`src/rtl/alu_sequencer_pkg.sv`:
```
// Shared definitions for the ALU sequencer: opcodes, FSM states, default width.
package alu_sequencer_pkg;

    localparam int ALU_DW = 8;

    typedef enum logic [2:0] {
        kADD = 3'd0,
        kOR  = 3'd1,
        kXOR = 3'd2,
        kAND = 3'd3,
        kLT  = 3'd4,
        kEQ  = 3'd5,
        kSLL = 3'd6,
        kSRL = 3'd7
    } op_mne;

    typedef enum logic [2:0] {
        S_IDLE  = 3'd0,
        S_EXEC  = 3'd1,
        S_M_ADD = 3'd2,
        S_M_SHL = 3'd3,
        S_M_SHR = 3'd4,
        S_DONE  = 3'd5
    } seq_state_e;

endpackage

```
`src/rtl/alu_sequencer.sv`:
```
// Sequences an external combinational ALU for one requester: single ops take one
// ALU cycle, MUL runs as a shift-add loop using only ADD/SLL/SRL.
//
// state   | meaning
// --------+---------------------------------------------------------------
// S_IDLE  | ready for a request, ALU driven with idle ADD 0,0
// S_EXEC  | single op on the ALU, result captured at the next edge
// S_M_ADD | acc += (mplier[0] ? mcand : 0)
// S_M_SHL | mcand <<= 1
// S_M_SHR | mplier >>= 1, iteration count, loop or finish
// S_DONE  | response held until the consumer takes it
module alu_sequencer
    import alu_sequencer_pkg::*;
#(
    parameter int DW         = ALU_DW,
    parameter int MUL_ITERS  = 8,
    parameter bit EARLY_EXIT = 1'b1
) (
    input  logic          Clk,
    input  logic          Reset,
    input  logic          ReqValid,
    output logic          ReqReady,
    input  logic          ReqMul,
    input  logic [2:0]    ReqOp,
    input  logic [DW-1:0] ReqA,
    input  logic [DW-1:0] ReqB,
    output logic          RspValid,
    input  logic          RspReady,
    output logic [DW-1:0] RspData,
    output logic          RspZero,
    output logic [2:0]    AluOp,
    output logic [DW-1:0] AluA,
    output logic [DW-1:0] AluB,
    input  logic [DW-1:0] AluOut,
    input  logic          AluZero
);

    localparam int IW = $clog2(MUL_ITERS + 1);

    seq_state_e    state_q, state_d;
    op_mne         op_q;
    logic [DW-1:0] mcand_q;
    logic [DW-1:0] mplier_q;
    logic [DW-1:0] acc_q;
    logic [IW-1:0] iter_q;
    logic [DW-1:0] rsp_data_q;
    logic          rsp_zero_q;
    logic          accept;
    logic          mul_last;

    assign accept   = ReqValid && (state_q == S_IDLE);
    // Only meaningful in S_M_SHR, where AluZero reflects the shifted multiplier.
    assign mul_last = (EARLY_EXIT && AluZero) || (iter_q == IW'(MUL_ITERS - 1));

    // State register.
    always_ff @(posedge Clk) begin
        if (Reset) state_q <= S_IDLE;
        else       state_q <= state_d;
    end

    // Next-state logic; unused encodings fall back to idle.
    always_comb begin
        state_d = S_IDLE;
        case (state_q)
            S_IDLE:  state_d = accept ? (ReqMul ? S_M_ADD : S_EXEC) : S_IDLE;
            S_EXEC:  state_d = S_DONE;
            S_M_ADD: state_d = S_M_SHL;
            S_M_SHL: state_d = S_M_SHR;
            S_M_SHR: state_d = mul_last ? S_DONE : S_M_ADD;
            S_DONE:  state_d = RspReady ? S_IDLE : S_DONE;
            default: state_d = S_IDLE;
        endcase
    end

    // Output logic: handshake and ALU operand mux per state.
    always_comb begin
        ReqReady = 1'b0;
        AluOp    = kADD;
        AluA     = '0;
        AluB     = '0;
        case (state_q)
            S_IDLE:  ReqReady = 1'b1;
            S_EXEC: begin
                AluOp = op_q;
                AluA  = mcand_q;
                AluB  = mplier_q;
            end
            S_M_ADD: begin
                AluOp = kADD;
                AluA  = acc_q;
                AluB  = mplier_q[0] ? mcand_q : '0;
            end
            S_M_SHL: begin
                AluOp = kSLL;
                AluA  = mcand_q;
                AluB  = DW'(1);
            end
            S_M_SHR: begin
                AluOp = kSRL;
                AluA  = mplier_q;
                AluB  = DW'(1);
            end
            default: ;
        endcase
    end

    // Datapath registers: operand capture, MUL accumulation, response hold.
    always_ff @(posedge Clk) begin
        if (Reset) begin
            op_q       <= kADD;
            mcand_q    <= '0;
            mplier_q   <= '0;
            acc_q      <= '0;
            iter_q     <= '0;
            rsp_data_q <= '0;
            rsp_zero_q <= 1'b0;
        end else begin
            case (state_q)
                S_IDLE: begin
                    if (accept) begin
                        op_q     <= op_mne'(ReqOp);
                        mcand_q  <= ReqA;
                        mplier_q <= ReqB;
                        acc_q    <= '0;
                        iter_q   <= '0;
                    end
                end
                S_EXEC: begin
                    rsp_data_q <= AluOut;
                    rsp_zero_q <= AluZero;
                end
                S_M_ADD: acc_q   <= AluOut;
                S_M_SHL: mcand_q <= AluOut;
                S_M_SHR: begin
                    mplier_q <= AluOut;
                    iter_q   <= iter_q + IW'(1);
                    // acc is final here: the last ADD happened two cycles ago.
                    if (mul_last) begin
                        rsp_data_q <= acc_q;
                        rsp_zero_q <= (acc_q == '0);
                    end
                end
                default: ;
            endcase
        end
    end

    assign RspValid = (state_q == S_DONE);
    assign RspData  = rsp_data_q;
    assign RspZero  = rsp_zero_q;

endmodule
```
`config.mk`:
```
export PLATFORM = sky130hd
export DESIGN_NAME = alu_sequencer
export DESIGN_NICKNAME = d
export VERILOG_FILES = /design/src/rtl/alu_sequencer_pkg.sv /design/src/rtl/alu_sequencer.sv
export SDC_FILE = /design/constraint.sdc
export NUM_CORES = 1
export LEC_CHECK = 0
export BUFFER_PORTS_ARGS = -buffer_cell sky130_fd_sc_hd__buf_2
export CORE_ASPECT_RATIO = 1.4
export CORE_MARGIN = 3
export CORE_UTILIZATION = 50
export CTS_BUF_LIST = sky130_fd_sc_hd__clkbuf_4 sky130_fd_sc_hd__clkbuf_8
export DETAILED_ROUTE_END_ITERATION = 12
export GPL_TIMING_DRIVEN = 0
export HOLD_SLACK_MARGIN = 0.08
export PLACE_DENSITY_LB_ADDON = 0.25
export SLEW_MARGIN = 25
export SYNTH_ARGS = -nofsm -noshare
export SYNTH_HDL_FRONTEND = slang
export SYNTH_SLANG_ARGS = --single-unit
```
`constraint.sdc`:
```
create_clock -name Clk -period 2.07 [get_ports Clk]
set_input_delay 0.207 -clock Clk [delete_from_list [all_inputs] [get_ports Clk]]
set_output_delay 0.207 -clock Clk [all_outputs]
set_load 0.005 [all_outputs]
```
Word-level counts from Yosys, hierarchy flattened:

Index checks and enable logic that the tools add are counted.

* bitwise logic cells: 0
* eq/ne operators: 8
* magnitude comparators: 0
* $mul: 0
* $add $sub $neg: 1
* reduce and logical (&&, ||, !) cells: 15
* muxes and demuxes: 22
* divide/modulo/power cells: 0
* shift operators: 0

Operators by type and width (number)
* $pmux W8 S2: 4
* $pmux W8 S3: 2
* $mux W8: 5
* $pmux W3 S6: 1
* $reduce_and A2 Y1: 5
* $pmux W3 S3: 1
* $logic_not A8 Y1: 1
* $pmux W4 S2: 1
* $reduce_bool A2 Y1: 4
* $eq A3 B2 Y1 const B: 2
* $eq A3 B3 Y1 const B: 2
* $mux W3: 2
* $add A4 B1 Y4 const B: 1
* $eq A4 B3 Y1 const B: 1
* $mux W2: 2
* $mux W4: 1
* $ne A2 B2 Y1 const B: 2
* $reduce_or A2 Y1: 2
* $eq A3 B1 Y1 const B: 1
* $logic_not A3 Y1: 1
* $mux W1: 2
* $pmux W1 S2: 1
* $logic_and A1 B1 Y1: 1
* $logic_or A1 B1 Y1: 1

* output and inout port bits: 30
* memories kept: 0
* bits in latches: 0
* ROM bits: 0
* RAM bits: 0
* bits in registers: 43

Logic depth before layout (Yosys ltp):

* depth after elaboration: 4
* mapped depth: 7
* gate-level depth less buffers: 5

Worst setup path after synthesis:

Ideal clock, no wire load.

* path kind: register -> register
* start: register iter_q[0]
* end: register rsp_zero_q, in the netlist RspZero
* stages on the path, launching flop included: 7
* path slack: 0.505 ns
* setup time: 0.115 ns
* buffers on the path: 1
* data arrival time: 1.450 ns
* period minus slack after synthesis: 1.565 ns
* path through: dfxtp_1 -> ha_1 -> nand3b_1 -> a311oi_4 -> buf_6 -> a31oi_1 -> o21a_1

* word-level cells in the longest chain between the ends: 4

RTL lines
* from (decl): RTL line alu_sequencer.sv:45 `logic [IW-1:0] iter_q;`
* from (signal assigned): RTL line alu_sequencer.sv:136 `iter_q <= iter_q + IW'(1);`
* $eq A4 B3 Y1: RTL line alu_sequencer.sv:53 `assign mul_last = (EARLY_EXIT && AluZero) || (iter_q == IW'(MUL_ITERS - 1));`
* $logic_or A1 B1 Y1: RTL line alu_sequencer.sv:53
* $ne A2 B2 Y1 (no line)
* $reduce_and A2 Y1 (no line)
* to (signal assigned): RTL line alu_sequencer.sv:130 `rsp_zero_q <= AluZero;`
* to (signal assigned): RTL line alu_sequencer.sv:140 `rsp_zero_q <= (acc_q == '0);`
* to (decl): RTL line alu_sequencer.sv:47 `logic rsp_zero_q;`

Every way passes these cells.
A chain may end at the register's enable or synchronous reset.

Final worst setup path:

* start: register state_q[1]
* end: output AluB[0]

* word-level cells in the longest chain between the ends: 3
* elaborated cells on any way between the ends: 6

RTL lines
* from (decl): RTL line alu_sequencer.sv:40 `seq_state_e state_q, state_d;`
* from (signal assigned): RTL line alu_sequencer.sv:58 `else state_q <= state_d;`
* $eq A3 B3 Y1 / $eq A3 B2 Y1 (equally long branches): RTL line alu_sequencer.sv:81 `case (state_q)`
* $reduce_or A2 Y1 (no line)
* $pmux W8 S3 *: RTL line alu_sequencer.sv:81
* to (decl): RTL line alu_sequencer.sv:33 `output logic [DW-1:0] AluB,`

Mark *: on every way between the ends. The rest lies on a longest branch, timed or not.

==> impl_metrics.env <==
export IMPL_utilization_pct=64.3
export IMPL_drv_cap=0
export IMPL_critPathLaunchType="register"
export IMPL_hold_viol=0
export IMPL_boundaryPins=63
export IMPL_dp_hpwl_mm=4.86
export IMPL_ant_nets=0
export IMPL_initialDrtViolationCount=115
export IMPL_grt_first_pass_wirelength_mm=10.7
export IMPL_synth_top_area_share_pct=38.3
export IMPL_yosysWarnings=0
export IMPL_initial_core_util_pct=52.6
export IMPL_cts_tree="done"
export IMPL_grt_pass1_vias=2307
export IMPL_synth_ff_type="dfxtp_1"
export IMPL_num_rows=28
export IMPL_reg2reg_depth=5
export IMPL_cts_buffers=5
export IMPL_fin_crit_sh_pct=94.8
export IMPL_worst_pin_slew_ns=0.600
export IMPL_fp_dieArea_um2=5350
export IMPL_max_freq_ghz=0.509
export IMPL_via_count=2376
export IMPL_report_final_slew_viol_count=0
export IMPL_rsz0062_at_grt="no"
export IMPL_die_w_um=62.7
export IMPL_skew_ns=0.00551
export IMPL_synth_edff_count=0
export IMPL_cts_root_buf="clkbuf_8"
export IMPL_critPathSlowestCell="dfxtp_1"
export IMPL_post_drt_wl_per_cell_um=14.7
export IMPL_cp_top_family="buffers and inverters"
export IMPL_yosysMostFrequentCell="nand2_1"
export IMPL_insertion_delay_ns=0.31
export IMPL_max_stage_delay_ns=0.48
export IMPL_die_y_um=85.4
export IMPL_syn_cell_area_um2=2250
export IMPL_syn_inst=304
export IMPL_clk_pin_slew_worst_paths_ns=0.09
export IMPL_synth_common_cells="80 x nand2_1, 43 x dfxtp_1, 41 x nor2_1"
export IMPL_track_usage_pct=25.0
export IMPL_finalSetupTns_ns=0
export IMPL_cts_buffer_depth=2
export IMPL_antenna_cells=0
export IMPL_pre_cts_ws_ns=0.236
export IMPL_p_switching_mw=1.17
export IMPL_synth_area_leaders="dfxtp_1 38%, nand2_1 13%, a311oi_1 9.3%"
export IMPL_cts_setup_buffers=0
export IMPL_r2r_start="state_q[1]"
export IMPL_clock_sinks=43
export IMPL_relSlewSlack_pct=60.0
export IMPL_hold_depth=3
export IMPL_globalplace_congestion=0.872
export IMPL_crit_buf_inv=3
export IMPL_yosysTopAreaCell="dfxtp_1"
export IMPL_syn_nets=338
export IMPL_setup_viol=0
export IMPL_drive_gt1_share_pct=23.9
export IMPL_critical_path_class="reg2out"
export IMPL_ys_ff_latch=43
export IMPL_overflow=0
export IMPL_cp_max_fo=10
export IMPL_worstSetupPathDepth=7
export IMPL_p_leak_nw=1.13
export IMPL_htree_levels=2
export IMPL_switching_share_pct=38.7
export IMPL_power_frac_seq_pct=38.3
export IMPL_outcome="complete, no violations"
export IMPL_syn_area_per_cell_um2=7.40
export IMPL_viasPerCell=5.50
export IMPL_critPathArrivalTime_ns=1.76
export IMPL_hold_class="in2reg"
export IMPL_finalWorstSetupSlack_ns=0.107
export IMPL_grt_max_degree=15
export IMPL_core_um2=4270
export IMPL_port_buffer_count=61
export IMPL_nNetsFinal=405
export IMPL_p_per_area_nw_per_um2=1090
export IMPL_cp_required_ns=1.86
export IMPL_drc=0
export IMPL_ys_seq_area_share_pct=38.3
export IMPL_hold_buffers=0
export IMPL_period_minus_slack_ns=1.96
export IMPL_crit_path_start="state_q[1]"
export IMPL_path_cells="clkbuf_4, buf_2, nand2_1, nand2_1, a22oi_1, o21ai_1, buf_2"
export IMPL_antenna_found_initial=0
export IMPL_drt_pass1_iter_count=4
export IMPL_async_flop_share_pct=0
export IMPL_pwr_share_comb_pct=39.4
export IMPL_synth_distinct_cells=37
export IMPL_areaGrowthSynthToFinish_pct=22.2
export IMPL_p_clk_share_pct=22.3
export IMPL_wirelength_mm=6.37
export IMPL_internal_power_mw=1.84
export IMPL_ir_drop_mv=0.623
export IMPL_hp_start="ReqOp[2]"
export IMPL_end_kind="primary output"
==> state kept, by name (all words and copies together), names as in the netlist <==
register	count
RspData	8
acc_q	8
mcand_q	8
mplier_q	8
iter_q	4
op_q	3
state_q	3
RspZero	1
==> cell type report <==
cell class	count	area [um^2]
plain buffers	24	121
flip-flops and latches	43	862
inverters	3	11.3
fillers	398	1530
clock buffers	5	68.8
repair buffers	61	305
well taps	60	75.1
clock inverters	3	43.8
multi-input cells	233	1260
==> worst reg2reg max path: cells and delay by family, from the launching register on <==
| kind | cells | cell delay [ns] |
|---|---|---|
| buffers and inverters | 1 | 0.47 |
| AO/OA/AOI/OAI | 1 | 0.32 |
| AND/OR/NAND/NOR | 3 | 0.53 |
| flip-flops | 1 | 0.48 |
==> per-stage QoR <==
step | hold WS (ns) | std cells | cell area (um^2) | total power [mW]
global placement | 0.444 | 425 | 2630 | 2.32
global route | 0.137 | 432 | 2750 | 3.23
CTS | 0.133 | 433 | 2740 | 3.01
floorplan | 0.343 | 304 | 2250 | 1.94
detailed placement | 0.453 | 425 | 2630 | 2.34
finish | 0.133 | 432 | 2750 | 3.01
==> cells by family (layout without fill, tap and decap cells) <==
group	after synthesis	count (layout)	share of synthesized area, %
and+or+nand+nor	151	151	28.9
xor gates and xnor gates	1	1	0.389
adders and majority gates	1	1	0.556
buffers and inverters	28	96	5.84
AOI/OAI and AO/OA	78	78	25.1
muxes	2	2	1.00
DFF	43	43	38.3
==> repair_timing <==
action                                  in CTS  in global routing
endpoints found under the setup margin       4                 16
pin swaps                                    0                  0
hold endpoints to repair                     0                  0
resized for setup                            1                  6
==> layout by cell type (no fill, tap or decap), types with 4 or more instances in the layout <==
cell type	instances
nand2_1	80
buf_2	66
dfxtp_1	42
nor2_1	40
a311oi_1	24
a22oi_1	17
a21oi_1	15
o21ai_1	13
clkbuf_1	12
nand3_1	11
nor2b_1	5
clkbuf_8	5
and2_1	4
==> power groups by stage <==
stage | logic [mW] | clock network (mW) | registers [mW]
after floorplan | 0.799 | 0 | 1.14
after global placement | 1.16 | 0 | 1.16
after detailed placement | 1.18 | 0 | 1.17
after CTS | 1.18 | 0.677 | 1.15
after global routing | 1.33 | 0.725 | 1.18
final | 1.19 | 0.671 | 1.15
==> per-layer routing <==
metal / vias up / track usage (%) / part of all wire (%)
met5: - / 0 / 0
met4: 0 / 13.1 / 2.6
met3: 15 / 5.83 / 7.9
met2: 79 / 42.4 / 49
met1: 1079 / 29.2 / 40
li1: 1203 / - / -
==> worst paths after layout <==
kind | end | slack, ns
min reg2reg | op_q[0] | 0.47
max reg2reg | mplier_q[0] | 0.18
min | op_q[2] | 0.13
max | AluB[0] | 0.11
No activity file was read; power rests on OpenSTA's default activity.
